==> src/rtl/bus_arbiter_if.sv <==
// Shared-bus bundle between four requesters and the arbiter.
// The master modport is the requester side; the slave modport is the arbiter side.
interface bus_arbiter_if;
    logic [3:0]  req;
    logic [31:0] src_data;
    logic [7:0]  dst;
    logic [3:0]  grant;
    logic [7:0]  bus_out;
    logic        bus_valid;
    logic [3:0]  ld_en;

    modport master (
        output req, src_data, dst,
        input  grant, bus_out, bus_valid, ld_en
    );

    modport slave (
        input  req, src_data, dst,
        output grant, bus_out, bus_valid, ld_en
    );
endinterface

==> src/rtl/bus_arbiter.sv <==
// Four-way round-robin bus arbiter with a bounded hold time and a muxed shared data bus.
// Define ARB_TURNAROUND_EN to insert one dead cycle (grant all-zero) between owners.
module bus_arbiter #(
    parameter int HOLD_MAX = 4
) (
    input  logic          clk,
    input  logic          clr_n,
    bus_arbiter_if.slave  bus
);

    localparam logic [1:0] ST_IDLE  = 2'd0;
    localparam logic [1:0] ST_GRANT = 2'd1;
`ifdef ARB_TURNAROUND_EN
    localparam logic [1:0] ST_TURN  = 2'd2;
`endif
    localparam logic [3:0] HOLD_LAST = 4'(HOLD_MAX - 1);

    logic [1:0] state_reg, state_next;
    logic [3:0] grant_reg, grant_next;
    logic [3:0] hold_cnt_reg, hold_cnt_next;
    logic [1:0] last_winner_reg, last_winner_next;

    logic [3:0] cand;
    logic [3:0] pick;
    logic [1:0] pick_idx;
    logic       owner_live;
    logic [3:0] others;

    // Later iterations overwrite earlier ones, so k=1 (last_winner+1) has top priority.
    function automatic logic [3:0] rr_pick(input logic [3:0] c, input logic [1:0] last);
        logic [3:0] p;
        logic [1:0] idx;
        p = '0;
        for (int k = 4; k >= 1; k--) begin
            idx = last + 2'(k);
            if (c[idx]) p = 4'(4'b0001 << idx);
        end
        return p;
    endfunction

    function automatic logic [1:0] onehot_idx(input logic [3:0] oh);
        logic [1:0] idx;
        idx = '0;
        for (int k = 0; k < 4; k++) begin
            if (oh[k]) idx = 2'(k);
        end
        return idx;
    endfunction

    assign owner_live = |(grant_reg & bus.req);
    assign others     = bus.req & ~grant_reg;
    // On a same-edge release the releasing owner is excluded from the candidates.
    assign cand       = (state_reg == ST_GRANT) ? others : bus.req;
    assign pick       = rr_pick(cand, last_winner_reg);
    assign pick_idx   = onehot_idx(pick);

    always_comb begin
        state_next       = state_reg;
        grant_next       = grant_reg;
        hold_cnt_next    = hold_cnt_reg;
        last_winner_next = last_winner_reg;
        case (state_reg)
            ST_IDLE: begin
                if (|bus.req) begin
                    state_next       = ST_GRANT;
                    grant_next       = pick;
                    hold_cnt_next    = '0;
                    last_winner_next = pick_idx;
                end
            end
            ST_GRANT: begin
                if (owner_live && (hold_cnt_reg != HOLD_LAST || others == 4'b0000)) begin
                    if (hold_cnt_reg < HOLD_LAST) hold_cnt_next = hold_cnt_reg + 4'd1;
                end else begin
`ifdef ARB_TURNAROUND_EN
                    state_next    = ST_TURN;
                    grant_next    = '0;
                    hold_cnt_next = '0;
`else
                    if (|bus.req) begin
                        grant_next       = pick;
                        hold_cnt_next    = '0;
                        last_winner_next = pick_idx;
                    end else begin
                        state_next    = ST_IDLE;
                        grant_next    = '0;
                        hold_cnt_next = '0;
                    end
`endif
                end
            end
`ifdef ARB_TURNAROUND_EN
            ST_TURN: begin
                if (|bus.req) begin
                    state_next       = ST_GRANT;
                    grant_next       = pick;
                    hold_cnt_next    = '0;
                    last_winner_next = pick_idx;
                end else begin
                    state_next = ST_IDLE;
                end
            end
`endif
            default: begin
                state_next    = ST_IDLE;
                grant_next    = '0;
                hold_cnt_next = '0;
            end
        endcase
    end

    always_ff @(posedge clk or negedge clr_n) begin
        if (!clr_n) begin
            state_reg       <= ST_IDLE;
            grant_reg       <= '0;
            hold_cnt_reg    <= '0;
            last_winner_reg <= 2'd3;
        end else begin
            state_reg       <= state_next;
            grant_reg       <= grant_next;
            hold_cnt_reg    <= hold_cnt_next;
            last_winner_reg <= last_winner_next;
        end
    end

    // Per-lane contributions; grant is one-hot so OR-merging the lanes is a mux.
    logic [7:0] lane_byte [4];
    logic [3:0] lane_ld   [4];

    for (genvar gi = 0; gi < 4; gi++) begin : g_lane
        assign lane_byte[gi] = grant_reg[gi] ? bus.src_data[8*gi +: 8] : 8'h00;
        assign lane_ld[gi]   = grant_reg[gi] ? 4'(4'b0001 << bus.dst[2*gi +: 2]) : 4'b0000;
    end

    logic [7:0] merged_byte;
    logic [3:0] merged_ld;

    always_comb begin
        merged_byte = '0;
        merged_ld   = '0;
        for (int k = 0; k < 4; k++) begin
            merged_byte = merged_byte | lane_byte[k];
            merged_ld   = merged_ld | lane_ld[k];
        end
    end

    assign bus.grant     = grant_reg;
    assign bus.bus_valid = owner_live;
    assign bus.bus_out   = owner_live ? merged_byte : 8'h00;
    assign bus.ld_en     = owner_live ? merged_ld : 4'b0000;

endmodule

==> src/flat_wrapper.sv <==
// flat-port wrapper written by rule: the top's interface ports become plain ports
module bus_arbiter_flat 
#(
    parameter int HOLD_MAX = 4
)
  (clk, clr_n, bus_req, bus_src_data, bus_dst, bus_grant, bus_bus_out, bus_bus_valid, bus_ld_en);
  bus_arbiter_if bus_i ();
  input  logic clk;
  input  logic clr_n;
  input wire logic [$bits(bus_i.req)-1:0] bus_req;
  input wire logic [$bits(bus_i.src_data)-1:0] bus_src_data;
  input wire logic [$bits(bus_i.dst)-1:0] bus_dst;
  output wire logic [$bits(bus_i.grant)-1:0] bus_grant;
  output wire logic [$bits(bus_i.bus_out)-1:0] bus_bus_out;
  output wire logic [$bits(bus_i.bus_valid)-1:0] bus_bus_valid;
  output wire logic [$bits(bus_i.ld_en)-1:0] bus_ld_en;
  assign bus_i.req = bus_req;
  assign bus_i.src_data = bus_src_data;
  assign bus_i.dst = bus_dst;
  assign bus_grant = bus_i.grant;
  assign bus_bus_out = bus_i.bus_out;
  assign bus_bus_valid = bus_i.bus_valid;
  assign bus_ld_en = bus_i.ld_en;
  bus_arbiter #(.HOLD_MAX(HOLD_MAX)) u_core (.clk(clk), .clr_n(clr_n), .bus(bus_i));
endmodule
==> config.mk <==
export PLATFORM = sky130hd
export DESIGN_NAME = bus_arbiter_flat
export DESIGN_NICKNAME = d
export VERILOG_FILES = /design/src/rtl/bus_arbiter_if.sv /design/src/rtl/bus_arbiter.sv /design/src/flat_wrapper.sv
export SDC_FILE = /design/constraint.sdc
export NUM_CORES = 1
export LEC_CHECK = 0
export CAP_MARGIN = 20
export CORE_ASPECT_RATIO = 0.9
export CORE_UTILIZATION = 44
export DETAILED_ROUTE_END_ITERATION = 12
export PLACE_DENSITY = 0.86
export SYNTH_ARGS = -nofsm -noshare
export SYNTH_HDL_FRONTEND = slang
export SYNTH_SLANG_ARGS = --single-unit
==> constraint.sdc <==
create_clock -name clk -period 3.9 [get_ports clk]
set_clock_uncertainty 0.05 [all_clocks]
set_input_delay 0.39 -clock clk [delete_from_list [all_inputs] [get_ports clk]]
set_output_delay 0.39 -clock clk [all_outputs]
set_load 0.005 [all_outputs]
==> results of run 1 <==
## power breakdown
group          total, mW  internal [mW]  switching (mW)
combinational      0.951          0.518           0.433
sequential         0.299          0.166           0.133
clock             0.0783         0.0380          0.0403
## kinds of logic (layout without fill, tap and decap cells)
logic type	Yosys count	in the layout
compound gates	58	58
simple gates	52	52
buf+inv	15	71
flops	11	11
mux	5	5
fa+ha+maj	9	9
## worst paths after layout
check                                             to                       from  cells after the start  slack, ns
max in group asynchronous  u_core.last_winner_reg[1]                      clr_n                      1       3.05
min reg2reg                   u_core.hold_cnt_reg[0]     u_core.hold_cnt_reg[0]                      1       0.45
max                                     bus_ld_en[3]        u_core.bus.grant[1]                      5       1.20
min                           u_core.hold_cnt_reg[0]                      clr_n                      1       0.39
min in group clk              u_core.hold_cnt_reg[0]     u_core.hold_cnt_reg[0]                      1       0.45
max reg2reg                u_core.last_winner_reg[1]  u_core.last_winner_reg[0]                      6       1.22
## synth_stat cells, types with 3 or more instances
cell	instances	share of area [%]
a21bo_2	4	3.1
ha_1	9	8.7
nor3b_1	4	2.3
clkbuf_1	4	1.2
a21oi_1	11	4.2
a21boi_1	4	2.3
nor3_1	3	1.2
o31ai_1	3	1.7
inv_1	4	1.2
mux4_2	5	8.7
a22oi_1	16	9.3
dfrtp_1	9	17
nand3_1	3	1.2
nand2b_1	5	2.4
nand2_1	15	4.3
nor2_1	8	2.3
buf_2	6	2.3
## through the flow
| step | util (%) | area (um2) | hold WS [ns] | std cells |
|---|---|---|---|---|
| finish | 70.37 | 1949 | 0.3943 | 246 |
| global route | 70.37 | 1949 | 0.4217 | 246 |
| CTS | 70.37 | 1949 | 0.4018 | 246 |
| detailed placement | 69.38 | 1922 | 0.4349 | 242 |
| global placement | 69.38 | 1922 | 0.4277 | 242 |
| floorplan | - | 1296 | 0.04441 | 150 |
## layout make-up
type                       count  area (um2)  area share (%)
timing repair buffer          63       628.1           32.22
multi-input combinational    124       950.9           48.78
sequential                    11       277.8           14.25
clock buffer                   3       22.52           1.155
clock inverter                 1       5.005          0.2567
tap                           40       50.05           2.567
inverter                       4       15.01          0.7702
## worst max-delay path, delay by kind of cell (launching register included)
kind | cells | cell delay (ns)
AOI/OAI and AO/OA | 3 | 0.48
DFF | 1 | 0.73
buffers and inverters | 2 | 0.77
## per-layer routing
metal | track usage, % | wire (um) | share of wire, %
met2 | 44.76 | 2088 | 50
met3 | 3.667 | 177 | 4.3
met1 | 36.32 | 1865 | 45
met4 | 5.159 | 21 | 0.51
met5 | 0 | 0 | 0
==> results by group, run 1 <==
Worst setup path
  – Worst path max stage delay: roughly 0.73 ns
  – Worst EP arrival: 2.26 ns
  – CP max FO: 18
  – CP Capture Type: output port
  – CP max-delay cell: dfrtp_1
  – Worst path cell trace: a22o_1 -> a221oi_2 -> buf_4 -> a31oi_1 -> clkdlybuf4s50_1
  – Crit Path Category: reg2out
  – Startpoint Class: register
  – WP data required: 3.46 ns

Global routing
  – Vias in the first global route: 1316
  – First-pass GRT wire length: 6292 um
  – GRT Overall Usage: 26.66%
  – Initial antenna violation count: 0
  – Pin count of the biggest net entering global routing: 19
  – Grt ovf: 0

Placement
  – RD Place Congestion: 0.9738
  – Setup WS pre-CTS: between 1 and 1.5 ns
  – Post-DP HPWL: 3180 um
  – PortBufs: 62

Clocking
  – Clock slew at reported path FFs: around 0.07 ns
  – CTS tree: built
  – CTS sink count: 11
  – Postcts setup bufs: 0
  – Worst-skew pair later-pin latency: 0.27 ns
  – Cts hold-fix bufs: 0
  – Htree depth: 1
  – Post-CTS Resized: 0
  – Clock Tree Root: clkbuf_4
  – Cts bufs inserted: 3
  – Clock buffer depth: 2

Final layout
  – Fraction of layout cells with a size suffix above 1: 10.68%
  – Synth-to-layout area growth: 50.39%
  – Leading cell type in the layout, fill and taps excluded: clkdlybuf4s50_1
  – Most frequent cells in the layout: 62 x clkdlybuf4s50_1, 16 x a22oi_1, 15 x nand2_1
  – Nets@finish: 262
  – ANT cells: 0
  – # fillers: ~210

Timing
  – Fin crit share: between 60% and 70%
  – Slew headroom: 57.89%
  – Fin. max-slew vios: 0
  – Setup TNS: 0 ns
  – Fin. Hold Viols: 0
  – Maximum clock rate: 370.5 MHz
  – RSZ-0062 raised after global routing: false
  – Final setup vio count: 0
  – Min Tclk post-route: 2.699 ns
  – Final worst slack: 1.201 ns
  – Slew @ Worst Pin: about 0.63 ns

Drt
  – Routed Antenna Nets: 0
  – Drt wl/cell: 16.88 um
  – Vias: 1450
  – WL final: 4153 um
  – Residual DRC count: 0
  – Drt via density: 5.894
  – Drt first pass iters: 4
  – Initial DRC count: 122

Synth
  – Sequential fraction of the synthesis area: 21.43%
  – Netlist Area Pre-Place: 1296 um2
  – Unique masters post-synth: 44
  – Synth Area in Adders: 8.687%
  – Synth Instances: 150
  – Largest family of logic cells by synthesized area: compound AO/OA/AOI/OAI gates
  – Synth Area in Compound Gates: 33.78%
  – Synth Area in Simple Gates: 22.20%
  – #FFs+latches synth: 11
  – EDFF count, synth: 0
  – Synth Area per Inst: approximately 8.6 um2
  – Async S/R FF share, synth: 100.0%
  – Synth Area in XOR/XNOR: 0%
  – Ys flop type: dfrtp_1
  – Mux share of post-synthesis cell area: just under 9%
  – Syn nets: 205
  – Ys Warns: 0

Min path
  – Class of the worst hold path: in2async

Run
  – Max Cap Viol: 0

Floorplan
  – Area of the core: 2770 um2
  – Number of cell rows: 18
  – Initial Util: between 40% and 50%
  – IO Count: 63
  – Chip width: 59.22 um
  – Chip height: roughly 53 um
  – Die area: 3167 um2

Power
  – Overall power: approximately 1.3 mW
  – Max VDD drop: 493.3 uV
  – Pwr Density: 681.5 nW/um2
  – Leakage power: slightly below 0.8 nW

Status
  – Outcome: finished, final reports clean
No activity file was read; power rests on OpenSTA's default activity.
==> run 2: changes to the inputs <==
--- a/config.mk
+++ b/config.mk
@@ -7,9 +7,9 @@
 export LEC_CHECK = 0
 export CAP_MARGIN = 20
 export CORE_ASPECT_RATIO = 0.9
-export CORE_UTILIZATION = 44
+export CORE_UTILIZATION = 37
 export DETAILED_ROUTE_END_ITERATION = 12
-export PLACE_DENSITY = 0.86
+export PLACE_DENSITY = 0.77
 export SYNTH_ARGS = -nofsm -noshare
 export SYNTH_HDL_FRONTEND = slang
 export SYNTH_SLANG_ARGS = --single-unit
==> constraint.sdc (replaced) <==
create_clock -name clk -period 2.4 [get_ports clk]
set_clock_uncertainty 0.05 [all_clocks]
set_input_delay 0.24 -clock clk [delete_from_list [all_inputs] [get_ports clk]]
set_output_delay 0.24 -clock clk [all_outputs]
set_load 0.005 [all_outputs]
==> results by group, run 2 (same netlist as run 1, synthesis figures left out) <==
Floorplan
  – Die area: 3744 um2 (+18%)
  – Chip height: 58.15 um (+8.7%)
  – Number of cell rows: 20 (+2)
  – Area of the core: 3353 um2 (+21%)
  – IO Count: 63 (unchanged)
  – Initial Util: 38.66% (-8.1 points)
  – Chip width: 64.39 um (+8.7%)

Final layout
  – # fillers: 269 (+27%)
  – Final instance area: 2217 um2 (+14%)
  – Synth-to-layout area growth: 71.04%
  – Fraction of layout cells with a size suffix above 1: 22.32% (+12 points)
  – ANT cells: 0 (unchanged)
  – Nets@finish: 289 (+10%)
  – Leading cell type in the layout, fill and taps excluded: clkdlybuf4s50_1
  – Finished Layout Cells: 277 (+13%)
  – Most frequent cells in the layout: 61 x clkdlybuf4s50_1, 25 x buf_4, 16 x a22oi_1

Worst setup path
  – CP max-delay cell: dfstp_2
  – Buf/Inv on CP: 1 (-1)
  – CP max FO: 5 (-13)
  – CP Capture Type: register
  – CP Depth: 7 (+2)
  – R2R cell count: 7 (+1)
  – CP top delay family: simple AND/OR/NAND/NOR gates
  – Worst EP arrival: 2.45 ns (+0.19 ns)
  – Worst path cell trace: inv_2 -> ha_4 -> mux4_2 -> nor2b_4 -> a21oi_2 -> or4_4 -> o221ai_2
  – Startpoint Class: register
  – Worst path max stage delay: 0.59 ns (-0.14 ns)
  – WP data required: 2.51 ns (-0.95 ns)
  – Crit Path Category: reg2reg

Clocking
  – Clock Tree Root: clkbuf_8
  – Cts bufs inserted: 3 (unchanged)
  – Worst-skew pair later-pin latency: 0.24 ns (-0.03 ns)
  – CTS sink count: 11 (unchanged)
  – Clock slew at reported path FFs: 0.05 ns (-0.02 ns)
  – CTS tree: built
  – Cts hold-fix bufs: 0 (unchanged)
  – Htree depth: 1 (unchanged)
  – Clock buffer depth: 2 (unchanged)

Global routing
  – GRT Overall Usage: 23.43% (-3.2 points)
  – First-pass GRT wire length: 6851 um (+8.9%)
  – Vias in the first global route: 1458 (+11%)
  – Grt ovf: 0 (unchanged)
  – Initial antenna violation count: 0 (unchanged)
  – Pin count of the biggest net entering global routing: 16 (-3)

Timing
  – Maximum clock rate: 427.0 MHz
  – Slew headroom: 64.40% (+6.5 points)
  – Slew @ Worst Pin: 0.5330 ns (-0.09874 ns)
  – Min Tclk post-route: 2.342 ns
  – WHS: 0.2826 ns (-0.1117 ns)
  – Fin. Hold Viols: 0 (unchanged)
  – Final setup vio count: 0 (unchanged)
  – Final worst slack: 0.05791 ns (-1.143 ns)
  – Fin crit share: 97.59%
  – Fin. max-slew vios: 0 (unchanged)

Power
  – Pwr Density: 1186 nW/um2 (+74%)
  – Leakage power: 0.9284 nW (+19%)
  – Max VDD drop: 723.8 uV (+47%)

Placement
  – Setup WS pre-CTS: -0.1158 ns (-1.265 ns)
  – Inst Count DP: 268 (+11%)
  – Placed inst area: 2105 um2 (+9.5%)
  – Post-DP HPWL: 3444 um (+8.3%)
  – PortBufs: 62 (unchanged)
  – RD Place Congestion: 0.9341 (-4.1%)

Drt
  – Initial DRC count: 188 (+54%)
  – Residual DRC count: 0 (unchanged)
  – Routed Antenna Nets: 0 (unchanged)
  – Drt via density: 5.505 (-6.6%)
  – Vias: 1525 (+5.2%)
  – Drt first pass iters: 4 (unchanged)
  – Drt wl/cell: 15.87 um (-6.0%)
  – WL final: 4395 um (+5.8%)

Status
  – Outcome: finished, final reports clean

Min path
  – Class of the worst hold path: in2async

Run
  – Max Cap Viol: 0 (unchanged)
[run 2: cell count changes in the layout (fill, tap and decap cells not counted), sizes merged]
cell           change
buf               +27
clkbuf             +1
clkdlybuf4s50      -1
clkinv             -1
dlymetal6s2s       +1
[run 2: worst paths after layout]
kind / from / end / slack, ns
max: u_core.last_winner_reg[0] / u_core.last_winner_reg[0] / 0.06
min: clr_n / u_core.hold_cnt_reg[0] / 0.28
max reg2reg: u_core.last_winner_reg[0] / u_core.last_winner_reg[0] / 0.06
min reg2reg: u_core.hold_cnt_reg[0] / u_core.hold_cnt_reg[0] / 0.45
max in group asynchronous: clr_n / u_core.last_winner_reg[1] / 1.66
min in group clk: u_core.hold_cnt_reg[0] / u_core.hold_cnt_reg[0] / 0.45
[run 2: metal layers]
metal / global-route usage (%) / share of wire, % / vias up / routed length, um
met3: 3.346 / 6.0 / 0 / 263
li1: - / - / 744 / -
met4: 3.810 / 0 / 0 / 0
met2: 39.85 / 50 / 54 / 2185
met1: 32.08 / 44 / 727 / 1946
met5: 0 / 0 / - / 0
[run 2: layout make-up]
cell class,instances,area [um2],share of cell area [%]
inverters,4,15.01,0.6772
flip-flops and latches,11,279.0,12.58
well taps,44,55.05,2.483
clock buffers,4,45.04,2.032
multi-input cells,124,978.4,44.13
repair buffers,90,844.6,38.09
[run 2: timing repair]
item / 4_1_cts / 5_1_grt
endpoints found under the hold margin: 0 / 0
setup endpoints to repair: 9 / 16
pin swaps: 0 / 4
gates resized for setup: 1 / 6
buffers inserted: 2 / 3
[run 2: report_power, final]
group          switching, mW  internal [mW]
registers             0.0784          0.272
logic                  0.954           1.14
clock network         0.0672          0.116
total                   1.10           1.53
[run 2: through the flow]
stage | power, mW | TNS, ns | utilization, %
after floorplan | 1.476 | 0 | -
after CTS | 2.514 | 0 | 64.89
after global routing | 2.826 | -0.02227 | 66.12
after detailed placement | 2.275 | -0.2867 | 62.76
final | 2.629 | 0 | 66.12
after global placement | 2.210 | -0.01263 | 62.76
==> run 3: changes to the inputs <==
--- a/config.mk
+++ b/config.mk
@@ -10,6 +10,7 @@
 export CORE_UTILIZATION = 37
 export DETAILED_ROUTE_END_ITERATION = 12
 export PLACE_DENSITY = 0.77
+export SETUP_SLACK_MARGIN = 0.1
 export SYNTH_ARGS = -nofsm -noshare
 export SYNTH_HDL_FRONTEND = slang
 export SYNTH_SLANG_ARGS = --single-unit
==> results by group, run 3 (same netlist as run 1, synthesis figures left out) <==
Floorplan
  – Die area: 3744 um2 (unchanged)
  – IO Count: 63 (unchanged)
  – Initial Util: 38.66% (unchanged)
  – Chip width: 64.39 um (unchanged)
  – Number of cell rows: 20 (unchanged)
  – Chip height: 58.15 um (unchanged)
  – Area of the core: 3353 um2 (unchanged)

Run
  – Max Cap Viol: 0 (unchanged)

Worst setup path
  – CP Capture Type: register
  – Buf/Inv on CP: 1 (unchanged)
  – Worst path max stage delay: 0.62 ns (+0.03 ns)
  – Worst EP arrival: 2.40 ns (-0.05 ns)
  – Startpoint Class: register
  – Worst path cell trace: inv_6 -> ha_4 -> mux4_2 -> nor2b_1 -> or4_4 -> o221ai_2
  – CP top delay family: simple AND/OR/NAND/NOR gates
  – CP max FO: 7 (+2)
  – WP data required: 2.51 ns (about the same)
  – CP max-delay cell: dfstp_2
  – Crit Path Category: reg2reg

Clocking
  – Clock buffer depth: 2 (unchanged)
  – Worst-skew pair later-pin latency: 0.23 ns (about the same)
  – Cts hold-fix bufs: 0 (unchanged)
  – Clock slew at reported path FFs: 0.05 ns (about the same)
  – Clock Tree Root: clkbuf_8
  – CTS sink count: 11 (unchanged)
  – Cts bufs inserted: 3 (unchanged)
  – CTS tree: built
  – Htree depth: 1 (unchanged)

Global routing
  – Met3 GRT Util: 2.165% (-1.2 points)
  – Top Usage Layer GRT: met2
  – First-pass GRT wire length: 6706 um (-2.1%)
  – GR met1 Demand/Resource: 31.68% (-0.40 points)
  – Vias in the first global route: 1447 (-0.75%)
  – GRT Overall Usage: 22.92% (-0.51 points)
  – Grt ovf: 0 (unchanged)
  – Met2 usage: 38.50% (-1.4 points)
  – Initial antenna violation count: 0 (unchanged)
  – Pin count of the biggest net entering global routing: 16 (unchanged)

Drt
  – Vias: 1516 (-0.59%)
  – Drt first pass iters: 4 (unchanged)
  – Initial DRC count: 124 (-34%)
  – Routed Antenna Nets: 0 (unchanged)
  – Drt via density: 5.657 (+2.7%)
  – Residual DRC count: 0 (unchanged)
  – WL final: 4239 um (-3.5%)
  – Drt wl/cell: 15.82 um (-0.31%)

Final layout
  – Fraction of layout cells with a size suffix above 1: 20.09% (-2.2 points)
  – Most frequent cells in the layout: 60 x clkdlybuf4s50_1, 18 x buf_4, 16 x a22oi_1
  – ANT cells: 0 (unchanged)
  – Leading cell type in the layout, fill and taps excluded: clkdlybuf4s50_1
  – Finished Layout Cells: 268 (-3.2%)
  – Synth-to-layout area growth: 66.31%
  – Nets@finish: 280 (-3.1%)

Timing
  – Fin crit share: 95.65% (-1.9 points)
  – Slew @ Worst Pin: 0.4860 ns (-0.04692 ns)
  – Setup TNS: 0 ns (unchanged)
  – Maximum clock rate: 435.6 MHz (+2.0%)
  – Fin. Hold Viols: 0 (unchanged)
  – Fin. max-slew vios: 0 (unchanged)
  – Slew headroom: 67.50% (+3.1 points)
  – Min Tclk post-route: 2.296 ns (-0.04647 ns)
  – Final setup vio count: 0 (unchanged)
  – RSZ-0062 raised after global routing: true

Placement
  – Inst Count DP: 258 (-3.7%)
  – PortBufs: 62 (unchanged)
  – RD Place Congestion: 0.9441 (+1.1%)
  – Post-DP HPWL: 3299 um (-4.2%)

Status
  – Outcome: finished, final reports clean

Power
  – Overall power: 2.534 mW (-3.6%)
  – Leakage power: 0.9048 nW (-2.5%)
  – Pwr Density: 1176 nW/um2 (-0.85%)
  – Max VDD drop: 886.6 uV (+22%)

Min path
  – Class of the worst hold path: in2async
[run 3: worst register-to-register path, stage by stage (launching register included)]
cell	delay, ns
dfstp_2	0.62
inv_6	0.07
ha_4	0.27
mux4_2	0.38
nor2b_1	0.18
or4_4	0.52
o221ai_2	0.14
[run 3: power by group]
group | leakage [nW] | switching, mW | internal [mW] | total (mW)
clock | 0.0228 | 0.0650 | 0.116 | 0.181
sequential | 0.133 | 0.114 | 0.276 | 0.389
combinational | 0.749 | 0.888 | 1.08 | 1.96
total | 0.905 | 1.07 | 1.47 | 2.53
[run 3: final cells by class]
class / instances / area, um2
inverters: 4 / 20.02
multi-input cells: 124 / 974.7
well taps: 44 / 55.05
fillers: 274 / 1197
clock buffers: 4 / 45.04
flip-flops and latches: 11 / 280.3
repair buffers: 81 / 780.7
[run 3: final timing paths]
path	startpoint	end	slack (ns)	cells after the start
worst min register to register	u_core.hold_cnt_reg[0]	u_core.hold_cnt_reg[0]	0.45	1
worst min-delay path	clr_n	u_core.bus.grant[3]	0.29	1
max in group asynchronous	clr_n	u_core.bus.grant[1]	1.66	1
worst max-delay path	u_core.last_winner_reg[0]	u_core.last_winner_reg[0]	0.10	6
worst max register to register	u_core.last_winner_reg[0]	u_core.last_winner_reg[0]	0.10	6
min in group clk	bus_req[1]	u_core.state_reg[0]	0.39	2
[run 3: repair_timing]
item	in CTS	in global routing
endpoints found under the setup margin	6	20
resized for setup	0	6
setup buffers	2	4
pin swaps	0	1
[run 3: stage by stage]
stage / worst slack, ns / util [%] / cell area, um2 / hold WS, ns
after floorplan: 0.1153 / - / 1320 / -0.1056
after global placement: 0.03370 / 60.67 / 2034 / 0.4286
after detailed placement: -0.06773 / 60.67 / 2034 / 0.4402
after CTS: 0.1014 / 62.84 / 2107 / 0.3000
after global routing: 0.02985 / 64.29 / 2156 / 0.3331
final: 0.1044 / 64.29 / 2156 / 0.2872
[run 3: per-layer routing]
metal  vias up  part of all wire [%]
met5         -                     0
met1       739                    43
met2        46                    51
met4         0                  0.97
met3         5                   4.3
li1        726                     -
